## src/rtl/seq_detect_multi_ones_if.sv

```systemverilog
// Serial detector link: c is the sampled data bit, d the registered detect flag.
// No handshake on this link; d changes only on clock edges.
interface seq_detect_multi_ones_if;
  logic c;
  logic d;

  modport master (output c, input d);
  modport slave (input c, output d);
endinterface

```

## src/rtl/seq_detect_multi_ones.sv

```systemverilog
// Run detector: d=1 while the current run of 1s on c is >= MIN_ONES, one cycle after the qualifying edge.
// No backpressure; c is sampled every rising edge and d never depends combinationally on c.
module seq_detect_multi_ones #(
  parameter int unsigned MIN_ONES = 2,
  parameter int unsigned CNT_W    = 8
) (
  input  logic                    clk,
  input  logic                    reset,
  seq_detect_multi_ones_if.slave  bus
);

  typedef enum logic [1:0] {
    IDLE     = 2'd0,
    COUNTING = 2'd1,
    DETECTED = 2'd2
  } state_t;

  localparam logic [CNT_W-1:0] MIN_CNT = CNT_W'(MIN_ONES);
  localparam logic [CNT_W-1:0] ONE_CNT = CNT_W'(1);

  state_t           state_q, state_d;
  logic [CNT_W-1:0] cnt_q, cnt_d;
  logic             d_q, d_d;

  always_comb begin
    state_d = state_q;
    cnt_d   = cnt_q;
    case (state_q)
      IDLE: begin
        if (bus.c) begin
          cnt_d   = ONE_CNT;
          // A threshold of 1 (or less) detects on the very first 1.
          state_d = (MIN_CNT <= ONE_CNT) ? DETECTED : COUNTING;
        end
      end
      COUNTING: begin
        if (bus.c) begin
          cnt_d = cnt_q + ONE_CNT;
          if (cnt_d >= MIN_CNT) begin
            state_d = DETECTED;
          end
        end else begin
          cnt_d   = '0;
          state_d = IDLE;
        end
      end
      DETECTED: begin
        if (bus.c) begin
          // Hold at the threshold so an arbitrarily long run never wraps.
          cnt_d = MIN_CNT;
        end else begin
          cnt_d   = '0;
          state_d = IDLE;
        end
      end
      default: begin
        cnt_d   = '0;
        state_d = IDLE;
      end
    endcase
    d_d = (state_d == DETECTED);
  end

  always_ff @(posedge clk) begin
    if (reset) begin
      state_q <= IDLE;
      cnt_q   <= '0;
      d_q     <= 1'b0;
    end else begin
      state_q <= state_d;
      cnt_q   <= cnt_d;
      d_q     <= d_d;
    end
  end

  assign bus.d = d_q;

endmodule

```

## src/flat_wrapper.sv

```systemverilog
// flat-port wrapper written by rule: the top's interface ports become plain ports
module seq_detect_multi_ones_flat 
#(
  parameter int unsigned MIN_ONES = 2,
  parameter int unsigned CNT_W    = 8
)
  (clk, reset, bus_c, bus_d);
  seq_detect_multi_ones_if bus_i ();
  input  logic clk;
  input  logic reset;
  input wire logic [$bits(bus_i.c)-1:0] bus_c;
  output wire logic [$bits(bus_i.d)-1:0] bus_d;
  assign bus_i.c = bus_c;
  assign bus_d = bus_i.d;
  seq_detect_multi_ones #(.MIN_ONES(MIN_ONES), .CNT_W(CNT_W)) u_core (.clk(clk), .reset(reset), .bus(bus_i));
endmodule
```

## config.mk

```make
export PLATFORM = sky130hd
export DESIGN_NAME = seq_detect_multi_ones_flat
export DESIGN_NICKNAME = d
export VERILOG_FILES = /design/src/rtl/seq_detect_multi_ones_if.sv /design/src/rtl/seq_detect_multi_ones.sv /design/src/flat_wrapper.sv
export SDC_FILE = /design/constraint.sdc
export NUM_CORES = 1
export LEC_CHECK = 0
export ABC_AREA = 1
export ABC_CLOCK_PERIOD_IN_PS = 2200
export BUFFER_PORTS_ARGS = -buffer_cell sky130_fd_sc_hd__buf_2
export CAP_MARGIN = 20
export CORE_MARGIN = 10
export CORE_UTILIZATION = 35
export CTS_CLUSTER_DIAMETER = 40
export DETAILED_ROUTE_END_ITERATION = 16
export GPL_ROUTABILITY_DRIVEN = 0
export SETUP_SLACK_MARGIN = 0.3
export SYNTH_ARGS = -nofsm -noshare
export SYNTH_HDL_FRONTEND = slang
export SYNTH_SLANG_ARGS = --single-unit
```

## constraint.sdc

```tcl
create_clock -name clk -period 2.2 [get_ports clk]
set_clock_uncertainty 0.2 [all_clocks]
set_input_delay 0.22 -clock clk [delete_from_list [all_inputs] [get_ports clk]]
set_output_delay 0.22 -clock clk [all_outputs]
set_load 0.02 [all_outputs]
```

== Yosys cells after proc, flatten, opt, wreduce, memory -nomap -nowiden ==
Cells that the tools add are included.
Word-level totals
  word-level logic and storage cells: 19
  bits in registers: 11
Operators by class
  reduce and logical (&&, ||, !) cells: 1
  magnitude comparators: 1
  add/subtract/negate cells: 1
  multiplexer cells: 9
  eq/ne operators: 4
Operators with widths (count)
  one-hot mux 8 bit (3 select lines): 1
  2-to-1 mux 8 bit: 2
  2-to-1 mux 2 bit: 5
  adder 8 x 1 -> 8 bit (second input constant): 1
  >= comparator 8 x 2 -> 1 bit (second input constant): 1
  one-hot mux 2 bit (3 select lines): 1
  == test 2 bit (second input constant): 2
  == test 2 x 1 -> 1 bit (second input constant): 1
  zero test 2 bit: 1
  inequality test 2 bit (second input constant): 1

== Longest topological paths before layout ==
Gate-level depths: netlist of the first run.
  depth after elaboration: 6
  gate-level depth with buffers: 10
  gate-level depth less buffers: 10

== Least setup slack after synthesis of the first run ==
Ideal clock, no wire load.
  path type: register to register
  from: register u_core.cnt_q[0]
  to: register u_core.d_q, in the netlist u_core.bus.d
  library setup time: 0.114 ns
  path slack: 0.684 ns
  cell stages (with the launch flop): 9
  arrival: 1.202 ns
  period minus slack after synthesis: 1.516 ns
  path through: dfxtp_1 > ha_1 > nand2_1 > o21bai_1 > nand2_1 > nor2_2 > nand3_2 > nand2_1 > nand2_1
Between the ends
  longest elaborated chain between the ends: 6
RTL lines
  from (decl): line seq_detect_multi_ones.sv:22  | logic [CNT_W-1:0] cnt_q, cnt_d;
  from (signal assigned): line seq_detect_multi_ones.sv:71  | cnt_q <= cnt_d;
  adder 8 x 1 -> 8 bit: line seq_detect_multi_ones.sv:38  | cnt_d = cnt_q + ONE_CNT;
  >= comparator 8 x 2 -> 1 bit: line seq_detect_multi_ones.sv:39  | if (cnt_d >= MIN_CNT) begin
  2-to-1 mux 2 bit: line seq_detect_multi_ones.sv:39
  2-to-1 mux 2 bit: line seq_detect_multi_ones.sv:37  | if (bus.c) begin
  one-hot mux 2 bit (3 select lines): line seq_detect_multi_ones.sv:28  | case (state_q)
  == test 2 bit: line seq_detect_multi_ones.sv:61  | d_d = (state_d == DETECTED);
  to (signal assigned): line seq_detect_multi_ones.sv:68  | d_q <= 1'b0;
  to (signal assigned): line seq_detect_multi_ones.sv:72  | d_q <= d_d;
  to (decl): line seq_detect_multi_ones.sv:23  | logic d_q, d_d;
No other way between the ends.
A chain may end at the register's enable or synchronous reset.

== Worst setup path after layout of the first run ==
  from: register u_core.cnt_q[1]
  to: register u_core.d_q, in the netlist u_core.bus.d
The elaborated chain is that of the path after synthesis.

==> summary by stage, run 1 <==
Global routing
The total overflow reported by the global router is 0. Entering global routing, the biggest net connects 9 pins. The number of global-route vias before repair is 530. The global-route wire length before repair is between 2 and 2.5 mm.

The number of antenna violations at the first check in global routing is 0. For this run, the total global-route usage over all layers was measured as under 10%.

Job
The count of max-cap constraint violations is 0.

Critical path
Data on the critical path is required at its endpoint by about 2.2 ns. STA classifies the critical path startpoint as a flip-flop. The worst register-to-register path begins at u_core.cnt_q[1]$_SDFFE_PP0P_. The setup check on the worst reg-to-reg path leaves a slack of roughly 0.53 ns. The sort of element at the end of the critical path is a flip-flop.

Tracing the worst setup path back leads to its startpoint at u_core.cnt_q[1]$_SDFFE_PP0P_. Along the worst path, the maximum fanout reaches 5. The worst setup path is of the flip-flop to flip-flop kind. Data on the critical path arrives at its endpoint at about 1.6 ns. The destination of the worst register-to-register timing path is u_core.bus.d$_SDFF_PP0_. The worst reg-to-reg path cell count is 8.

Layout
The leading cell type in the layout, fill and taps excluded is nand2_1. The number of antenna diodes in the final layout is 0. At the end of the flow the core is filled with cells to between 40% and 50%. After filler insertion, the fill cell instance count of the layout stands at about 180.

The final layout contains around 110 nets. The multi-input combinational cell area is around 330 um2. Leaving out fill and tap cells, the most frequent cells in the layout are nand2_1, inv_1, dfxtp_1.

In the final layout, the share of cells above drive strength 1 is 14.85%. The final instance count without filler cells is around 120. The area growth from synthesis to layout is 10.82%. The footprint of the flip-flops and latches is 221.5 um2.

Synthesis
The mean instance size in the synthesized netlist is 6.522 um2. Of the post-synthesis cell area, the part taken by muxes is 0%. The mapped netlist covers 613.1 um2. The count of unique library cells instantiated by Yosys is 19.

The count of yosys warnings during synthesis is 0. The area share of xor/xnor cells in the synthesized design is 0%. The number of flip-flops and latches in the synthesized netlist is 11.

The simple-gate portion of the synthesized area is a little under two fifths. After technology mapping, the gate count stands at 94. The synthesized-area fraction occupied by ao, oa, aoi and oai cells is 12.04%.

After synthesis, flip-flops and latches occupy 35.92% of the total area. The share of synthesized cell area in full adder, half adder and majority cells is roughly 4%. After synthesis, the largest family of logic cells by area is simple AND/OR/NAND/NOR gates.

The total nets after synthesis is between 90 and 100.

Floorplanning
The die width is 61.86 um. The starting density of the core is between 30% and 40%. The area of the core region is about 1700 um2. The floorplan has 15 rows.

The area of the die is between 3000 and 4000 um2. The height of the die is 61.86 um. The top-level port count is 4.

STA
The smallest hold slack is 0.01200 ns. The count of endpoints failing hold in the final timing report came to 0. Setup violations remaining at the end of the flow were counted as 0. The total negative slack for setup checks is 0 ns.

For this run, the top clock speed supported by timing is ~600 MHz. The worst path uses 75.80% of the clock period. Subtracting the final worst setup slack from the clock period gives between 1.5 and 2 ns. The remaining max-slew budget at the tightest pin is around four fifths. The actual slew at the worst max-slew pin is approximately 0.28 ns.

Setup repair after global routing left no endpoint under its margin. The number of max-slew violations in the final report came to 0.

Min path
The endpoint of the worst hold-timing path is u_core.state_q[0]$_SDFF_PP0_. Counting instances, the worst hold path has a depth of 3. The hold path startpoint is bus_c. The worst hold-check path type is input port to flip-flop.

Clock network
The clock tree from TritonCTS is built. The worst-case clock buffer depth is 2. Buffers inserted during clock tree synthesis total 3.

The depth of the CTS H-tree is 1. Clock tree synthesis found a total of 11 sinks. The CTS root buffer is clkbuf_4. The clock-pin slew on the worst setup and hold paths is 0.07 ns. The clock reaches the later pin of the worst-skew pair after approximately 0.28 ns.

The post-CTS setup repair buffer count is 0.

Placed design
Counting tap cells, the placed design contains a total of roughly 110 instances. The final HPWL from detailed placement is 952.6 um. The number of buffer cells added on primary ports is 3.

Route
The remaining antenna violation count is 0. The first-pass iteration count of the detailed router is 4. Summing over every cut layer, the via total after detailed routing is about 570.

The DRC violation count after routing is 0. The number of vias per cell is slightly below 5. Dividing the detail-routed wire length by the instance count gives roughly 10 um. The initial DRC count is 12.

The final layout contains routed wiring with a total length of between 1 and 1.5 mm.

Power
The leakage power figure is roughly 0.31 nW. The total chip power is around 0.39 mW. IR analysis of the VDD net gives a maximum drop of roughly 0.00027 V.

The power per cell area is roughly 570 nW/um2.

Outcome
The run finished with clean final reports.
## power breakdown
| part | total, mW | internal [mW] | switching, mW |
|---|---|---|---|
| Clock | 0.143 | 0.0704 | 0.0723 |
| Sequential | 0.210 | 0.204 | 0.00600 |
| Combinational | 0.0331 | 0.0134 | 0.0198 |
## worst max path at each step
stage	to	slack, ns
after floorplan	u_core.bus.d$_SDFF_PP0_	0.68
after global placement	u_core.bus.d$_SDFF_PP0_	0.51
after detailed placement	u_core.bus.d$_SDFF_PP0_	0.48
after CTS	u_core.state_q[1]$_SDFF_PP0_	0.47
after global routing	u_core.state_q[1]$_SDFF_PP0_	0.35
final	u_core.bus.d$_SDFF_PP0_	0.53
## registers in the layout (all words and copies together) (netlist names)
| signal | flops |
|---|---|
| u_core.cnt_q | 8 |
| u_core.bus.d | 1 |
| u_core.state_q | 2 |
## cell families (layout without fill, tap and decap cells)
| group | after synthesis | count (layout) |
|---|---|---|
| simple gates | 51 | 51 |
| buf+inv | 17 | 24 |
| compound gates | 13 | 13 |
| flops | 11 | 11 |
| fa+ha+maj | 2 | 2 |
## repair_timing
action | CTS | global route
gates resized for setup | 0 | 1
hold endpoints to repair | 2 | 0
endpoints found under the setup margin | 0 | 1
hold buffers | 1 | 0
## area by class of cell
cell class                      instances  area share, %
Sequential cell                        11          32.60
Clock buffer                            4          3.867
Timing Repair Buffer                    4          3.683
Multi-Input combinational cell         66          47.88
Tap cell                               17          3.131
Inverter                               16          8.840
## per-layer routing
layer  track usage [%]  vias up  share of wire [%]
li1                  -      311                  -
met1             8.786      250                 47
met2             12.30        8                 46
met3             1.220        5                1.8
met4             7.643        0                4.8
met5                 0        -                  0
## critical path, stage by stage (launching register included)
cell and delay [ns]:
dfxtp_1 0.40, ha_1 0.25, nand2_1 0.10, o21bai_1 0.15, nand2_1 0.10, nor2_2 0.13, nand3_2 0.08, nand2_1 0.09
nand2_1 0.05
## through the flow
step	setup WS (ns)	cell area (um2)
floorplan	0.6844	613.1
global placement	0.5070	641.9
detailed placement	0.4820	641.9
CTS	0.4660	678.2
global route	0.3481	679.4
finish	0.5324	679.4
## Yosys cell counts, drive strengths merged
cell type	count	share of area, %
ha	2	4.1
a21oi	4	3.9
dfxtp	11	36
o22ai	2	2.0
nand3	9	9.0
nand4	2	2.0
buf	1	1.2
nor3	1	0.82
o21ai	6	4.9
nand2	28	18
nor2	11	7.6
o21bai	1	1.2
inv	16	9.8
(Power assumes the default switching activity.)
==> run 2: changes to the inputs <==
--- a/config.mk
+++ b/config.mk
@@ -5,8 +5,8 @@
 export SDC_FILE = /design/constraint.sdc
 export NUM_CORES = 1
 export LEC_CHECK = 0
-export ABC_AREA = 1
-export ABC_CLOCK_PERIOD_IN_PS = 2200
+export ABC_AREA = 0
+export ABC_CLOCK_PERIOD_IN_PS = 1400
 export BUFFER_PORTS_ARGS = -buffer_cell sky130_fd_sc_hd__buf_2
 export CAP_MARGIN = 20
 export CORE_MARGIN = 10
==> constraint.sdc (replaced) <==
create_clock -name clk -period 1.4 [get_ports clk]
set_clock_uncertainty 0.2 [all_clocks]
set_input_delay 0.14 -clock clk [delete_from_list [all_inputs] [get_ports clk]]
set_output_delay 0.14 -clock clk [all_outputs]
set_load 0.02 [all_outputs]
==> summary by stage, run 2 <==
STA
The worst setup slack after layout is -0.8140 ns (-1.346 ns). The count of endpoints failing hold in the final timing report was 0 (unchanged). Setup repair after global routing could not meet its margin everywhere. The remaining max-slew budget at the tightest pin is 82.54% (+1.3 points). The smallest hold slack is 0.01997 ns (+0.007972 ns). The shortest period the worst path allows is 2.214 ns (+0.5464 ns).

The maximum achievable frequency is 451.7 MHz (-25%). The final clock period utilization by the worst path is 158.1% (+82 points). The number of endpoints failing setup at the final stage is 8 (+8). The actual slew at the worst max-slew pin is 0.2591 ns (-0.02039 ns). The number of max-slew violations in the final report came to 0 (unchanged).

Synthesis
The instance count of the mapped netlist came to 79 (-16%). By count the netlist is led by dfxtp_1, a21oi_1, o21ai_0. The total nets after synthesis is 84 (-15%). The count of yosys warnings during synthesis is 0 (unchanged). The fraction of registers with async set/reset came to 0% (unchanged). The cell area after technology mapping came to 654.4 um2 (+6.7%).

In the post-synthesis netlist, the biggest area contributors are dfxtp_1, a21oi_1, o21ai_0, ha_1, o2111a_1. The most used flip-flop cell after synthesis is dfxtp_1. The number of flops mapped to enable cells by yosys was 0 (unchanged). The share of the synthesized area in the top cell type is 33.65% (-2.3 points).

By instance count, the leading cell after synthesis is dfxtp_1. The sequential fraction of the synthesis area is 33.65% (-2.3 points). The count of unique library cells instantiated by Yosys is 33 (+14).

The number of flip-flops and latches in the synthesized netlist is 11 (unchanged). The biggest area consumer among synthesized cells is dfxtp_1. The mean instance size in the synthesized netlist is 8.283 um2 (+27%).

Route
The number of vias per cell is 5.389 (+11%). The routed length per placed instance was 14.86 um (+44%). The remaining antenna violation count came to 0 (unchanged). The wire length after detailed routing was 1.947 mm (+60%). The total number of vias was 706 (+23%). The DRC violation count after routing was 0 (unchanged).

The initial DRC count is 9 (-3). The first-pass iteration count of the detailed router is 4 (unchanged).

Outcome
The final reports fail on negative setup slack. The run finished, with violations left.

Clock network
The depth of the CTS H-tree is 1 (unchanged). The clock-pin slew on the worst setup and hold paths came to 0.08 ns (about the same). The clock insertion delay at the later pin of the skew report is 0.27 ns (about the same). The number of sinks driven by the clock tree came to 11 (unchanged). The number of buffers created by CTS came to 3 (unchanged). The CTS root buffer is clkbuf_4.

The worst-case clock buffer depth is 2 (unchanged). The clock tree from TritonCTS is built.

Power
The proportion of power drawn by combinational gates came to 26.8% (+18 points). The maximum VDD drop was 0.0005184 V (+94%). The power per cell area is 702.5 nW/um2 (+24%). The internal power of the cells is 0.5396 mW (+88%). The leakage power figure was 0.4210 nW (+38%). The sequential share of power is 43.7% (-11 points).

The clock share of power is 29.5% (-7.5 points). The switching part of the total power is 29.52% (+4.1 points). The net switching power is 0.2260 mW (+130%).

Critical path
The kind of launch point of the worst setup path is a flip-flop. For this design, the slowest cell found on the critical path is or4b_4. The signal on the critical path passes through inv_2 -> ha_4 -> or4b_1 -> o22ai_1 -> or4b_4 -> o2111a_1.

The critical path in this run is classified as flip-flop to flip-flop. The data required time at the worst endpoint is 1.36 ns (-0.81 ns). The sort of element at the end of the critical path is a flip-flop. The endpoint arrival time on the critical path came to 2.17 ns (+0.53 ns). The maximum single-stage delay on the critical path is 0.49 ns (+0.09 ns). Broken down by cell family, the worst path's largest delay share belongs to simple AND/OR/NAND/NOR gates.

The count of buffer and inverter cells on the critical path is 1 (+1). The largest driver fanout on the critical path is 3 (-2).

Global routing
The total overflow reported by the global router is 0 (unchanged). The number of antenna violations at the first check in global routing is 0 (unchanged). The number of global-route vias before repair is 725 (+37%). The pin count of the biggest net entering global routing was 10 (+1).

The total global-route track usage is 9.689% (+1.8 points). The global-route wire length before repair is 3.263 mm (+48%).

Layout
The core occupancy in the finished layout is 62.44% (+22 points). The share of cells above drive strength 1 is 58.49% (+44 points). The number of nets in the layout was 112 (+4.7%). The number of flip-flops under the largest register name is 8 (unchanged). The final instance count without filler cells is 131 (+11%).

The register with the most flip-flops in the final layout is u_core.cnt_q. The leading cell type in the layout, fill and taps excluded is buf_4. The final design instance area without fill is 1090 um2 (+60%). The number of fillers in the final layout came to 153 (-14%). The growth of design area from synthesis to finish is 66.54%. The library cells used most frequently in the layout, excluding fill and tap cells, are buf_4, buf_6, dfxtp_2. The count of antenna diodes in the layout came to 0 (unchanged).

Placed design
The cell area after placement is 850.8 um2 (+33%). The final HPWL from detailed placement came to 1.227 mm (+29%). The number of buffer cells added on primary ports is 3 (unchanged).

The cell count after placement came to 120 (+6.2%).

Floorplanning
The area of the die is 3999 um2 (+4.5%). The starting density of the core is 37.49% (+1.2 points). The die width came to 63.24 um (+2.2%). The floorplan row count is 15 (unchanged).

The top-level port count came to 4 (unchanged). The height of the die is 63.24 um (+2.2%). The area of the core region is 1745 um2 (+3.3%).

Job
The count of max-cap constraint violations is 0 (unchanged).

Min path
The worst hold-check path type is input port to flip-flop.
==> run 2: logic make-up after synthesis <==
group,Yosys count,share of synthesized area [%]
and+or+nand+nor,31,29.64
xor gates and xnor gates,3,4.016
DFF,11,33.65
buffers and inverters,8,5.735
AOI/OAI and AO/OA,24,23.14
adders and majority gates,2,3.823
==> run 2: area by class of cell <==
type	count	area, um2	share of cell area, %
multi-input combinational	60	551.8	50.63
clock buffer	4	26.28	2.411
inverter	4	15.01	1.378
timing repair buffer	27	234.0	21.47
tap	25	31.28	2.870
sequential	11	231.5	21.24
==> run 2: worst paths after layout <==
check,startpoint,to,slack [ns],cells past startpoint
setup / recovery,u_core.cnt_q[1]$_SDFFE_PP0P_,u_core.bus.d$_SDFF_PP0_,-0.81,6
hold / removal,reset,u_core.cnt_q[3]$_SDFFE_PP0P_,0.02,3
setup reg to reg,u_core.cnt_q[1]$_SDFFE_PP0P_,u_core.bus.d$_SDFF_PP0_,-0.81,6
hold reg to reg,u_core.cnt_q[7]$_SDFFE_PP0P_,u_core.cnt_q[7]$_SDFFE_PP0P_,0.36,2
==> run 2: tightest hold or removal path: stages <==
cell and delay, ns:
buf_2 0.08, or2_2 0.19, a21oi_2 0.05
==> run 2: layer usage <==
metal	part of all wire [%]	up-vias	track usage (%)
met3	3.5	2	4.240
met4	0.41	0	2.732
met5	0	-	0
li1	-	347	-
met2	52	10	15.99
met1	44	347	11.04
==> run 2: power by group through the flow <==
stage               combinational (mW)  clock (mW)  sequential (mW)
floorplan                       0.0914           0            0.342
global placement                 0.128           0            0.340
detailed placement               0.130           0            0.340
CTS                              0.170       0.232            0.334
global route                     0.220       0.247            0.337
finish                           0.205       0.226            0.335
==> run 2: repair_timing <==
| action | in CTS | in global routing |
|---|---|---|
| endpoints found under the hold margin | 3 | 0 |
| hold buffers | 1 | 0 |
| endpoints found under the setup margin | 11 | 12 |
| gates resized for setup | 23 | 15 |
| pin swaps | 11 | 5 |
| buffers inserted | 4 | 2 |
==> run 2: stage by stage <==
step                      TNS, ns  setup WS [ns]  total power [mW]
after global placement     -2.927        -0.7704            0.4678
final                      -3.661        -0.8140            0.7656
after detailed placement   -3.148        -0.8127            0.4697
after CTS                  -3.501        -0.8131            0.7360
after global routing       -4.150        -0.8498            0.8037
after floorplan            -2.334        -0.7754            0.4332
==> run 3: changes to the inputs <==
--- a/config.mk
+++ b/config.mk
@@ -6,7 +6,6 @@
 export NUM_CORES = 1
 export LEC_CHECK = 0
 export ABC_AREA = 0
-export ABC_CLOCK_PERIOD_IN_PS = 1400
 export BUFFER_PORTS_ARGS = -buffer_cell sky130_fd_sc_hd__buf_2
 export CAP_MARGIN = 20
 export CORE_MARGIN = 10
==> constraint.sdc (replaced) <==
create_clock -name clk -period 1.8 [get_ports clk]
set_clock_uncertainty 0.2 [all_clocks]
set_input_delay 0.18 -clock clk [delete_from_list [all_inputs] [get_ports clk]]
set_output_delay 0.18 -clock clk [all_outputs]
set_load 0.02 [all_outputs]
==> summary by stage, run 3 (same netlist as run 2, synthesis figures left out) <==
Critical path
The signal on the critical path passes through inv_2 -> ha_4 -> or4b_1 -> o22ai_1 -> or4b_4 -> o2111a_1. The worst setup path is launched from a flip-flop. The largest driver fanout on the critical path is 3 (unchanged).

The endpoint arrival time on the critical path came to 2.19 ns (+0.02 ns). On the critical path, the stage with the largest delay is an instance of or4b_4. The worst setup path is of the flip-flop to flip-flop kind. STA classifies the critical path endpoint as a flip-flop. The beginning of the worst register-to-register path is u_core.cnt_q[1]$_SDFFE_PP0P_. The maximum single-stage delay on the critical path came to 0.49 ns (about the same). The cell count along the critical path is 6 (unchanged). The top cell family by delay on the critical path is simple AND/OR/NAND/NOR gates. The data required time at the worst endpoint is 1.76 ns (+0.40 ns).

The destination of the worst register-to-register timing path is u_core.bus.d$_SDFF_PP0_. The worst reg-to-reg path cell count is 6 (unchanged). The setup slack of the most critical reg-to-reg path was -0.43 ns (+0.38 ns). The count of buffer and inverter cells on the critical path was 1 (unchanged).

Min path
In this run the worst hold path is classified as input port to flip-flop. The endpoint of the worst hold-timing path is u_core.bus.d$_SDFF_PP0_. The hold path depth was 3 (unchanged). The hold path startpoint is reset.

STA
The final clock period utilization by the worst path is 123.9% (-34 points). The remaining max-slew budget at the tightest pin was 65.46% (-17 points). The number of max-slew violations in the final report is 0 (unchanged). The shortest period the worst path allows was 2.230 ns (+0.01623 ns).

The actual slew at the worst max-slew pin is 0.5162 ns (+0.2571 ns). The maximum achievable frequency is 448.4 MHz (-0.73%). The count of endpoints failing hold in the final timing report is 0 (unchanged). The total negative slack for setup checks came to -1.235 ns (+2.427 ns). The number of endpoints failing setup at the final stage is 3 (-5).

The worst setup slack after layout is -0.4302 ns (+0.3838 ns). Setup repair after global routing could not meet its margin everywhere.

Floorplanning
The die width was 63.24 um (unchanged). The floorplan row count is 15 (unchanged). The area of the core region was 1745 um2 (unchanged).

The starting density of the core was 37.49% (unchanged). The height of the die is 63.24 um (unchanged). The top-level port count is 4 (unchanged). The area of the die is 3999 um2 (unchanged).

Route
The number of vias per cell was 5.516 (+2.4%). The first-pass iteration count of the detailed router is 4 (unchanged). The initial DRC count is 27 (+18). The total number of vias came to 673 (-4.7%). The wire length after detailed routing came to 1.696 mm (-13%). The remaining antenna violation count is 0 (unchanged). The DRC violation count after routing is 0 (unchanged). The routed length per placed instance is 13.90 um (-6.5%).

Global routing
The total global-route track usage is 8.613% (-1.1 points). The global-route wire length before repair came to 2.891 mm (-11%). The layer flagged by global routing as most heavily used is met2.

The global-route met3 utilization is 2.120% (-2.1 points). The number of antenna violations at the first check in global routing is 0 (unchanged). The met1 layer usage reported by global route is 10.04% (-1.0 points). The total overflow reported by the global router was 0 (unchanged). The met2 track utilization from global routing is 13.96% (-2.0 points). The number of global-route vias before repair came to 671 (-7.4%). The pin count of the biggest net entering global routing is 11 (+1).

Power
The maximum VDD drop is 0.0003398 V (-34%). The leakage power figure is 0.3637 nW (-14%). The power per cell area is 577.8 nW/um2 (-18%).

Clock network
The number of sinks driven by the clock tree is 11 (unchanged). TritonCTS built the clock tree. The clock-pin slew on the worst setup and hold paths came to 0.07 ns (about the same).

The root buffer cell chosen for the clock tree is clkbuf_4. The depth of the CTS H-tree is 1 (unchanged). The number of buffers created by CTS is 3 (unchanged).

The worst-case clock buffer depth is 2 (unchanged). The clock insertion delay at the later pin of the skew report came to 0.26 ns (about the same).

Outcome
The final reports fail on negative setup slack. The run finished, with violations left.

Layout
The growth of design area from synthesis to finish is 43.79%. The final instance count without filler cells is 122 (-6.9%). The number of nets in the layout came to 103 (-8.0%). The leading cell type in the layout, fill and taps excluded is buf_4. The count of antenna diodes in the layout is 0 (unchanged). The share of cells above drive strength 1 is 43.30% (-15 points). The top cell types in the final layout, fill and taps aside, are buf_4, dfxtp_1, nor2_1. The register ranked first by flip-flop count is u_core.cnt_q. The number of fillers in the final layout came to 167 (+9.2%). The number of flip-flops under the largest register name is 8 (unchanged). The core occupancy in the finished layout is 53.91% (-8.5 points).

Placed design
The final HPWL from detailed placement is 1.089 mm (-11%). The number of buffer cells added on primary ports came to 3 (unchanged). The post-placement worst setup slack is -0.3934 ns (+0.4193 ns). The cell count after placement was 114 (-5.0%).

Job
The count of max-cap constraint violations is 0 (unchanged).
## run 3: changes by cell type in the layout (fill, tap and decap cells not counted), moves of 2 or more
cell,delta
buf_4,-5
dfxtp_1,+3
dfxtp_2,-2
buf_6,-5
nor2_4,-3
nor2_1,+3
## run 3: metal layers
layer  routed length [um]  vias to the layer above
li1                     -                      333
met1                  794                      320
met2                  827                       16
met3                   58                        4
met4                   15                        0
met5                    0                        -
## run 3: worst min-delay path, cell delays in order
cell,delay [ns]
buf_2,0.09
inv_1,0.05
o2111a_1,0.11
## run 3: power breakdown
part / internal (mW) / total [mW] / switching (mW)
registers: 0.253 / 0.265 / 0.0120
logic: 0.0520 / 0.107 / 0.0550
clock network: 0.0856 / 0.172 / 0.0864
total: 0.390 / 0.544 / 0.153
## run 3: worst max-delay path by stage
stage                                 startpoint                           end  slack, ns
finish              u_core.cnt_q[1]$_SDFFE_PP0P_       u_core.bus.d$_SDFF_PP0_      -0.43
global route        u_core.cnt_q[1]$_SDFFE_PP0P_  u_core.state_q[1]$_SDFF_PP0_      -0.45
CTS                 u_core.cnt_q[1]$_SDFFE_PP0P_  u_core.state_q[1]$_SDFF_PP0_      -0.40
global placement    u_core.cnt_q[1]$_SDFFE_PP0P_       u_core.bus.d$_SDFF_PP0_      -0.36
floorplan           u_core.cnt_q[1]$_SDFFE_PP0P_       u_core.bus.d$_SDFF_PP0_      -0.38
detailed placement  u_core.cnt_q[1]$_SDFFE_PP0P_       u_core.bus.d$_SDFF_PP0_      -0.39
## run 3: area by class of cell
type / count / area (um2) / area share, %
timing repair buffer: 18 / 145.1 / 15.43
tap: 25 / 31.28 / 3.324
inverter: 4 / 15.01 / 1.596
multi-input combinational: 60 / 498.0 / 52.93
sequential: 11 / 225.2 / 23.94
clock buffer: 4 / 26.28 / 2.793
## run 3: metrics by stage
stage,hold slack (ns),total power [mW],area (um2)
after global placement,0.1644,0.3519,788.3
final,0.008280,0.5436,940.9
after global routing,0.02092,0.5696,940.9
after CTS,0.002618,0.5421,915.9
after floorplan,0.04165,0.3329,693.2
after detailed placement,0.1661,0.3546,788.3
## run 3: what timing repair did
item,in CTS,in global routing
setup buffers,3,0
pin swaps,8,4
hold endpoints to repair,1,0
setup endpoints to repair,7,10
resized for setup,15,8
hold buffers,1,0
